[src/rtl/wb_arb_pkg.sv]
// Shared writeback-result types and sizing helpers for the writeback arbiter,
// ROB completion path and issue-queue wakeup logic.
package wb_arb_pkg;

  localparam int unsigned INST_ID_BITS = 6;
  localparam int unsigned PRN_BITS     = 6;
  localparam int unsigned MAX_OPERANDS = 3;
  localparam int unsigned DATA_BITS    = 64;

  typedef struct packed {
    logic [INST_ID_BITS-1:0]                  inst_id;
    logic [MAX_OPERANDS-1:0][DATA_BITS-1:0]   data;
    logic [MAX_OPERANDS-1:0][PRN_BITS-1:0]    prn;
    logic [MAX_OPERANDS-1:0]                  prn_valid;
  } wb_result_t;

  // Index width for FU_COUNT requesters; never narrower than one bit.
  function automatic int unsigned fuc_bits(input int unsigned n);
    return (n < 2) ? 1 : $clog2(n);
  endfunction

endpackage

[src/rtl/wb_result_arbiter_if.sv]
// FU-result / writeback bus bundle. Optional WB_ARB_PERF_EN adds the
// per-FU conflict counters.
interface wb_result_arbiter_if #(
  parameter int unsigned FU_COUNT = 4
);
  import wb_arb_pkg::*;

  localparam int unsigned FUC_BITS = fuc_bits(FU_COUNT);

  logic [FU_COUNT-1:0]                                  fu_valid;
  logic [FU_COUNT-1:0]                                  fu_ready;
  logic [FU_COUNT-1:0][INST_ID_BITS-1:0]                fu_inst_id;
  logic [FU_COUNT-1:0][MAX_OPERANDS-1:0][DATA_BITS-1:0] fu_data;
  logic [FU_COUNT-1:0][MAX_OPERANDS-1:0][PRN_BITS-1:0]  fu_prn;
  logic [FU_COUNT-1:0][MAX_OPERANDS-1:0]                fu_prn_valid;
  logic                                                 wb_hold;
  logic                                                 wb_valid;
  logic [FUC_BITS-1:0]                                  wb_fu_idx;
  logic [INST_ID_BITS-1:0]                              wb_inst_id;
  logic [MAX_OPERANDS-1:0][DATA_BITS-1:0]               wb_data;
  logic [MAX_OPERANDS-1:0][PRN_BITS-1:0]                wb_prn;
  logic [MAX_OPERANDS-1:0]                              wb_enable;
`ifdef WB_ARB_PERF_EN
  logic [FU_COUNT-1:0][31:0]                            perf_conflict_cnt;
`endif

  // FU wrappers and commit side
  modport master (
    output fu_valid, fu_inst_id, fu_data, fu_prn, fu_prn_valid, wb_hold,
    input  fu_ready, wb_valid, wb_fu_idx, wb_inst_id, wb_data, wb_prn, wb_enable
`ifdef WB_ARB_PERF_EN
    , input perf_conflict_cnt
`endif
  );

  // Arbiter
  modport slave (
    input  fu_valid, fu_inst_id, fu_data, fu_prn, fu_prn_valid, wb_hold,
    output fu_ready, wb_valid, wb_fu_idx, wb_inst_id, wb_data, wb_prn, wb_enable
`ifdef WB_ARB_PERF_EN
    , output perf_conflict_cnt
`endif
  );

endinterface

[src/rtl/rr_picker.sv]
// Combinational round-robin picker: first set req bit scanning ptr, ptr+1, ... mod N.
module rr_picker #(
  parameter int unsigned N = 4,
  parameter int unsigned W = (N < 2) ? 1 : $clog2(N)
) (
  input  logic [N-1:0] req,
  input  logic [W-1:0] ptr,
  output logic         gnt_valid,
  output logic [W-1:0] gnt_idx
);

  logic [W-1:0] idx;

  always_comb begin
    gnt_valid = 1'b0;
    gnt_idx   = '0;
    idx       = '0;
    for (int unsigned off = 0; off < N; off++) begin
      idx = W'((32'(ptr) + off) % N);
      if (!gnt_valid && req[idx]) begin
        gnt_valid = 1'b1;
        gnt_idx   = idx;
      end
    end
  end

endmodule

[src/rtl/wb_result_arbiter.sv]
// Shares the PRF writeback / wakeup bus among FU_COUNT FUs via one-entry slots
// and a round-robin grant. Optional macro WB_ARB_PERF_EN adds perf_conflict_cnt.
module wb_result_arbiter
  import wb_arb_pkg::*;
#(
  parameter int unsigned FU_COUNT = 4
) (
  input  logic                 clk,
  input  logic                 rst,
  wb_result_arbiter_if.slave   bus
);

  localparam int unsigned FUC_BITS = fuc_bits(FU_COUNT);

  logic [FU_COUNT-1:0] slot_v;
  wb_result_t          slot_q [FU_COUNT];
  logic [FUC_BITS-1:0] rr_ptr;
  logic                pick_valid;
  logic [FUC_BITS-1:0] pick_idx;
  logic                grant_en;
  logic [FU_COUNT-1:0] grant;
  logic [FU_COUNT-1:0] ready;

  rr_picker #(.N(FU_COUNT), .W(FUC_BITS)) u_pick (
    .req       (slot_v),
    .ptr       (rr_ptr),
    .gnt_valid (pick_valid),
    .gnt_idx   (pick_idx)
  );

  // A granted slot frees up in the same cycle, so its FU can refill it back-to-back.
  always_comb begin
    grant_en = pick_valid & ~bus.wb_hold;
    grant    = '0;
    if (grant_en) grant[pick_idx] = 1'b1;
    ready        = ~slot_v | grant;
    bus.fu_ready = ready;
  end

  always_ff @(posedge clk) begin
    if (rst) begin
      slot_v         <= '0;
      rr_ptr         <= '0;
      bus.wb_valid   <= 1'b0;
      bus.wb_fu_idx  <= '0;
      bus.wb_inst_id <= '0;
      bus.wb_data    <= '0;
      bus.wb_prn     <= '0;
      bus.wb_enable  <= '0;
      for (int unsigned i = 0; i < FU_COUNT; i++) slot_q[i] <= '0;
    end else begin
      for (int unsigned i = 0; i < FU_COUNT; i++) begin
        if (bus.fu_valid[i] && ready[i]) begin
          slot_v[i]           <= 1'b1;
          slot_q[i].inst_id   <= bus.fu_inst_id[i];
          slot_q[i].data      <= bus.fu_data[i];
          slot_q[i].prn       <= bus.fu_prn[i];
          slot_q[i].prn_valid <= bus.fu_prn_valid[i];
        end else if (grant[i]) begin
          slot_v[i] <= 1'b0;
        end
      end

      bus.wb_valid <= grant_en;
      if (grant_en) begin
        bus.wb_fu_idx  <= pick_idx;
        bus.wb_inst_id <= slot_q[pick_idx].inst_id;
        bus.wb_data    <= slot_q[pick_idx].data;
        bus.wb_prn     <= slot_q[pick_idx].prn;
        bus.wb_enable  <= slot_q[pick_idx].prn_valid;
        rr_ptr         <= (pick_idx == FUC_BITS'(FU_COUNT - 1)) ? '0
                                                                 : pick_idx + FUC_BITS'(1);
      end else begin
        bus.wb_enable  <= '0;
      end
    end
  end

`ifdef WB_ARB_PERF_EN
  logic [FU_COUNT-1:0][31:0] conflict_cnt;

  always_ff @(posedge clk) begin
    if (rst) begin
      conflict_cnt <= '0;
    end else begin
      for (int unsigned i = 0; i < FU_COUNT; i++) begin
        if (slot_v[i] && !grant[i] && (conflict_cnt[i] != '1))
          conflict_cnt[i] <= conflict_cnt[i] + 32'd1;
      end
    end
  end

  always_comb bus.perf_conflict_cnt = conflict_cnt;
`endif

endmodule

[src/flat_wrapper.sv]
// flat-port wrapper written by rule: the top's interface ports become plain ports
module wb_result_arbiter_flat import wb_arb_pkg::*;
#(
  parameter int unsigned FU_COUNT = 4
)
  (clk, rst, bus_fu_valid, bus_fu_inst_id, bus_fu_data, bus_fu_prn, bus_fu_prn_valid, bus_wb_hold, bus_fu_ready, bus_wb_valid, bus_wb_fu_idx, bus_wb_inst_id, bus_wb_data, bus_wb_prn, bus_wb_enable);
  wb_result_arbiter_if #(.FU_COUNT(FU_COUNT)) bus_i ();
  input  logic clk;
  input  logic rst;
  input wire logic [$bits(bus_i.fu_valid)-1:0] bus_fu_valid;
  input wire logic [$bits(bus_i.fu_inst_id)-1:0] bus_fu_inst_id;
  input wire logic [$bits(bus_i.fu_data)-1:0] bus_fu_data;
  input wire logic [$bits(bus_i.fu_prn)-1:0] bus_fu_prn;
  input wire logic [$bits(bus_i.fu_prn_valid)-1:0] bus_fu_prn_valid;
  input wire logic [$bits(bus_i.wb_hold)-1:0] bus_wb_hold;
  output wire logic [$bits(bus_i.fu_ready)-1:0] bus_fu_ready;
  output wire logic [$bits(bus_i.wb_valid)-1:0] bus_wb_valid;
  output wire logic [$bits(bus_i.wb_fu_idx)-1:0] bus_wb_fu_idx;
  output wire logic [$bits(bus_i.wb_inst_id)-1:0] bus_wb_inst_id;
  output wire logic [$bits(bus_i.wb_data)-1:0] bus_wb_data;
  output wire logic [$bits(bus_i.wb_prn)-1:0] bus_wb_prn;
  output wire logic [$bits(bus_i.wb_enable)-1:0] bus_wb_enable;
  assign bus_i.fu_valid = bus_fu_valid;
  assign bus_i.fu_inst_id = bus_fu_inst_id;
  assign bus_i.fu_data = bus_fu_data;
  assign bus_i.fu_prn = bus_fu_prn;
  assign bus_i.fu_prn_valid = bus_fu_prn_valid;
  assign bus_i.wb_hold = bus_wb_hold;
  assign bus_fu_ready = bus_i.fu_ready;
  assign bus_wb_valid = bus_i.wb_valid;
  assign bus_wb_fu_idx = bus_i.wb_fu_idx;
  assign bus_wb_inst_id = bus_i.wb_inst_id;
  assign bus_wb_data = bus_i.wb_data;
  assign bus_wb_prn = bus_i.wb_prn;
  assign bus_wb_enable = bus_i.wb_enable;
  wb_result_arbiter #(.FU_COUNT(FU_COUNT)) u_core (.clk(clk), .rst(rst), .bus(bus_i));
endmodule
[config.mk]
export PLATFORM = sky130hd
export DESIGN_NAME = wb_result_arbiter_flat
export DESIGN_NICKNAME = d
export VERILOG_FILES = /design/src/rtl/wb_arb_pkg.sv /design/src/rtl/wb_result_arbiter_if.sv /design/src/rtl/rr_picker.sv /design/src/rtl/wb_result_arbiter.sv /design/src/flat_wrapper.sv
export SDC_FILE = /design/constraint.sdc
export NUM_CORES = 2
export LEC_CHECK = 0
export ABC_AREA = 1
export ABC_CLOCK_PERIOD_IN_PS = 9600
export BUFFER_PORTS_ARGS = -buffer_cell sky130_fd_sc_hd__buf_4
export CAP_MARGIN = 20
export CORE_AREA = 3 3 436 438
export DETAILED_ROUTE_END_ITERATION = 10
export DIE_AREA = 0 0 439 441
export PLACE_DENSITY = 0.48
export SLEW_MARGIN = 30
export SYNTH_ARGS = -nofsm -noshare
export SYNTH_HDL_FRONTEND = slang
export SYNTH_HIERARCHICAL = 1
export SYNTH_SLANG_ARGS = --single-unit
[constraint.sdc]
create_clock -name clk -period 9.6 [get_ports clk]
set_clock_uncertainty 0.15 [all_clocks]
set_input_delay 1.92 -clock clk [delete_from_list [all_inputs] [get_ports clk]]
set_output_delay 1.92 -clock clk [all_outputs]
set_load 0.02 [all_outputs]
==> flow_metrics.tcl <==
set metrics [dict create \
    drive_above_1_share_pct 21.7 \
    place_congestion 0.887 \
    post-place-ws_ps 3850 \
    post-dp-hpwl_mm 135 \
    root_buffer "clkbuf_16" \
    max_cap_viol_count 0 \
    synth_warnings 6 \
    r2r-end "u_core/slot_q[3][195]" \
    relSlewSlack_pct 29.4 \
    die-area_um2 194000 \
    via_per_inst 4.41 \
    placedInstanceArea_um2 58600 \
    path_clk_slew_ps 60 \
    io_buffers 1108 \
    p_per_area_nw_per_um2 307 \
    period_minus_slack_ps 6130 \
    ant_nets 0 \
    rsz0062_at_grt "no" \
    holdPathStages 2 \
    postCtsHoldBufs 0 \
    cpMostUsedCell "nand2_2" \
    syn_nets 6155 \
    final_nets 7129 \
    clock_path_buffers 3 \
    areaGrowthSynthToFinish_pct 30.3 \
    grt_max_degree 180 \
    synthArstFlopShare_pct 0 \
    std_cell_rows 159 \
    fin_setup_tns_ps 0 \
    fillers 19612 \
    gr-total-overflow 0 \
    max-vdd-ir-drop_mv 0.419 \
    hold_start "u_core/bus.wb_fu_idx[1]" \
    min_to "u_core/bus.wb_fu_idx[1]" \
    htreeDepth 4 \
    vias 39179 \
    yosysSeqAreaShare_pct 63.8 \
    gr-usage-all-layers_pct 19.5 \
    fmax_mhz 163 \
    core_um2 187000 \
    cts_buffers 133 \
    post_drt_wl_per_cell_um 22.3 \
    hold_path_class "reg2reg" \
    start_kind "flip-flop" \
    netlist_area_um2 48400 \
    setup_slack_ps 3470 \
    grt.met1_usage_pct 24.3 \
    whs_ps 367 \
    slowest_stage "dfxtp_1" \
    synth_area_per_cell_um2 9.19 \
    initial_utilization_pct 25.9 \
    dr.pass1.iters 8 \
    synthCells 5268 \
    grt-busiest-layer "met2" \
    synth_common_cells "1148 x nand2_1, 911 x nor2_1, 884 x inv_1" \
    finalWirelength_mm 198 \
    r2r_start "u_core/rr_ptr[0]" \
    die-height_um 441 \
    hold_viol 0 \
    grt_first_pass_wirelength_mm 272 \
    rr_worst_depth 15 \
    insertion_delay_ps 800 \
    synth_ff_type "edfxtp_1" \
    cp-end-kind "output pin" \
    finalCritPeriodShare_pct 63.9 \
    cts_sinks 1104 \
    cts_setup_buffers 0 \
    p_leak_uw 0.0297 \
    die_w_um 439 \
    ios 1109 \
    use_met3_pct 3.84 \
    critPathMaxFanout 81 \
    cts_resized 0 \
    yosys.area.top_type_share_pct 54.3 \
    synth-edff-count 876 \
    drc_errors 0 \
    cp.required_ps 7530 \
    crit_chain "inv_2 -> nand2_1 -> nand2_2 -> nand2_2 -> nand2_2 -> nor2_4 -> nand3_2 -> nand2_1 -> nand2_1 -> inv_8 -> buf_4 -> ha_1 -> nand3_1 -> nand2_2 -> buf_4" \
    synth_area_leaders "edfxtp_1 54%, dfxtp_1 9.4%, nand2_1 8.9%" \
    grt_util_met2_pct 33.2 \
    antenna_found_initial 44 \
    cts_tree "yes" \
    crit_arrival_ps 4060 \
    drtIter0Drc 3380 \
    tightest_slew_ps 1060 \
    grt_pass1_vias 37857 \
    status "complete, no violations" \
    yosys.area.top_type "edfxtp_1" \
    ys_types 26 \
    critPathMaxStageDelay_ps 650 \
    design_area_um2 63100 \
    ys_seq_elements 1104 \
    setup_viol 0 \
    worstSetupPathType "reg2out" \
    synth.most_common_cell "nand2_1" \
    fin_util_pct 33.7 \
    ff2ff_setup_slack_ps 4140 \
    drv_slew 0 \
]
==> logic make-up (layout without fill, tap and decap cells) <==
group / Yosys count / in the layout / synth area share (%)
AO/OA/AOI/OAI: 427 / 427 / 4.41
buffers and inverters: 1205 / 2291 / 10.6
other: 0 / 37 / 0
flip-flops: 1104 / 1104 / 63.8
AND/OR/NAND/NOR: 2528 / 2528 / 21.1
adder cells (fa/ha/maj): 4 / 4 / 0.103
==> layout by cell type (no fill, tap or decap), types with 5 or more instances in the layout <==
cell | Yosys | routed
clkinv_2 | 0 | 10
clkinv_1 | 0 | 11
and2_0 | 20 | 20
inv_1 | 884 | 882
a21oi_1 | 204 | 204
buf_4 | 76 | 1137
clkinvlp_4 | 0 | 5
clkbuf_1 | 37 | 52
nor2_1 | 911 | 910
nand2_4 | 3 | 7
nand4_1 | 22 | 22
dfxtp_1 | 228 | 228
nand3_4 | 0 | 5
nand2_2 | 14 | 14
diode_2 | 0 | 37
nand2_1 | 1148 | 1144
inv_6 | 0 | 7
edfxtp_1 | 876 | 876
nand3_1 | 399 | 397
buf_12 | 0 | 11
bufinv_16 | 0 | 6
clkbuf_8 | 0 | 13
o21ai_0 | 222 | 222
clkbuf_16 | 0 | 134
==> critical path: cells and delay by family (launching register included) <==
kind / cells / cell delay [ps]
buf+inv: 4 / 1330
simple gates: 10 / 990
flops: 1 / 650
fa+ha+maj: 1 / 270
==> state kept, by name, indices dropped and copies added, names as in the netlist <==
name and cells:
u_core/bus.wb_prn 18, u_core/slot_q 876, u_core/slot_v 4, u_core/bus.wb_fu_idx 2
u_core/bus.wb_inst_id 6, u_core/bus.wb_enable 3, u_core/bus.wb_data 192, u_core/bus.wb_valid 1
u_core/rr_ptr 2
==> report_power, final <==
group	leakage [µW]	switching, µW	internal, µW
logic	0.0162	5610	2130
clock network	0.00206	2150	2880
registers	0.0114	396	6200
==> how the worst max path moves through the flow <==
stage / start / to / slack, ps / depth (start not counted)
after floorplan: rst / u_core/slot_q[0][0] / 1780 / 4
after global placement: u_core/rr_ptr[0] / u_core/slot_q[0][206] / 3800 / 15
after detailed placement: u_core/rr_ptr[0] / u_core/slot_q[0][206] / 3850 / 15
after CTS: u_core/rr_ptr[0] / bus_fu_ready[2] / 3070 / 13
after global routing: u_core/rr_ptr[0] / bus_fu_ready[3] / 3100 / 15
final: u_core/rr_ptr[0] / bus_fu_ready[3] / 3470 / 15
==> layout make-up <==
type                            count  area [µm²]  area share, %
Clock inverter                     48         544          0.863
Inverter                          890        3370           5.34
Antenna cell                       37        92.6          0.147
Tap cell                         2495        3120           4.95
Multi-Input combinational cell   2959       12500           19.8
Sequential cell                  1104       30900           48.9
Clock buffer                      199        3730           5.91
Timing Repair Buffer             1154        8870           14.1
==> layer usage <==
metal / vias up / part of all wire (%)
li1: 18541 / -
met1: 18915 / 40
met2: 1464 / 50
met3: 257 / 6.7
met4: 2 / 3.1
met5: - / 0.010
==> through the flow <==
step,cells,total power [µW]
2_1_floorplan,5268,11400
3_3_place_gp,8598,14400
3_5_place_dp,8599,14500
4_1_cts,8846,19600
5_1_grt,8883,20500
6_report,8886,19400
No activity file was read; power rests on OpenSTA's default activity.
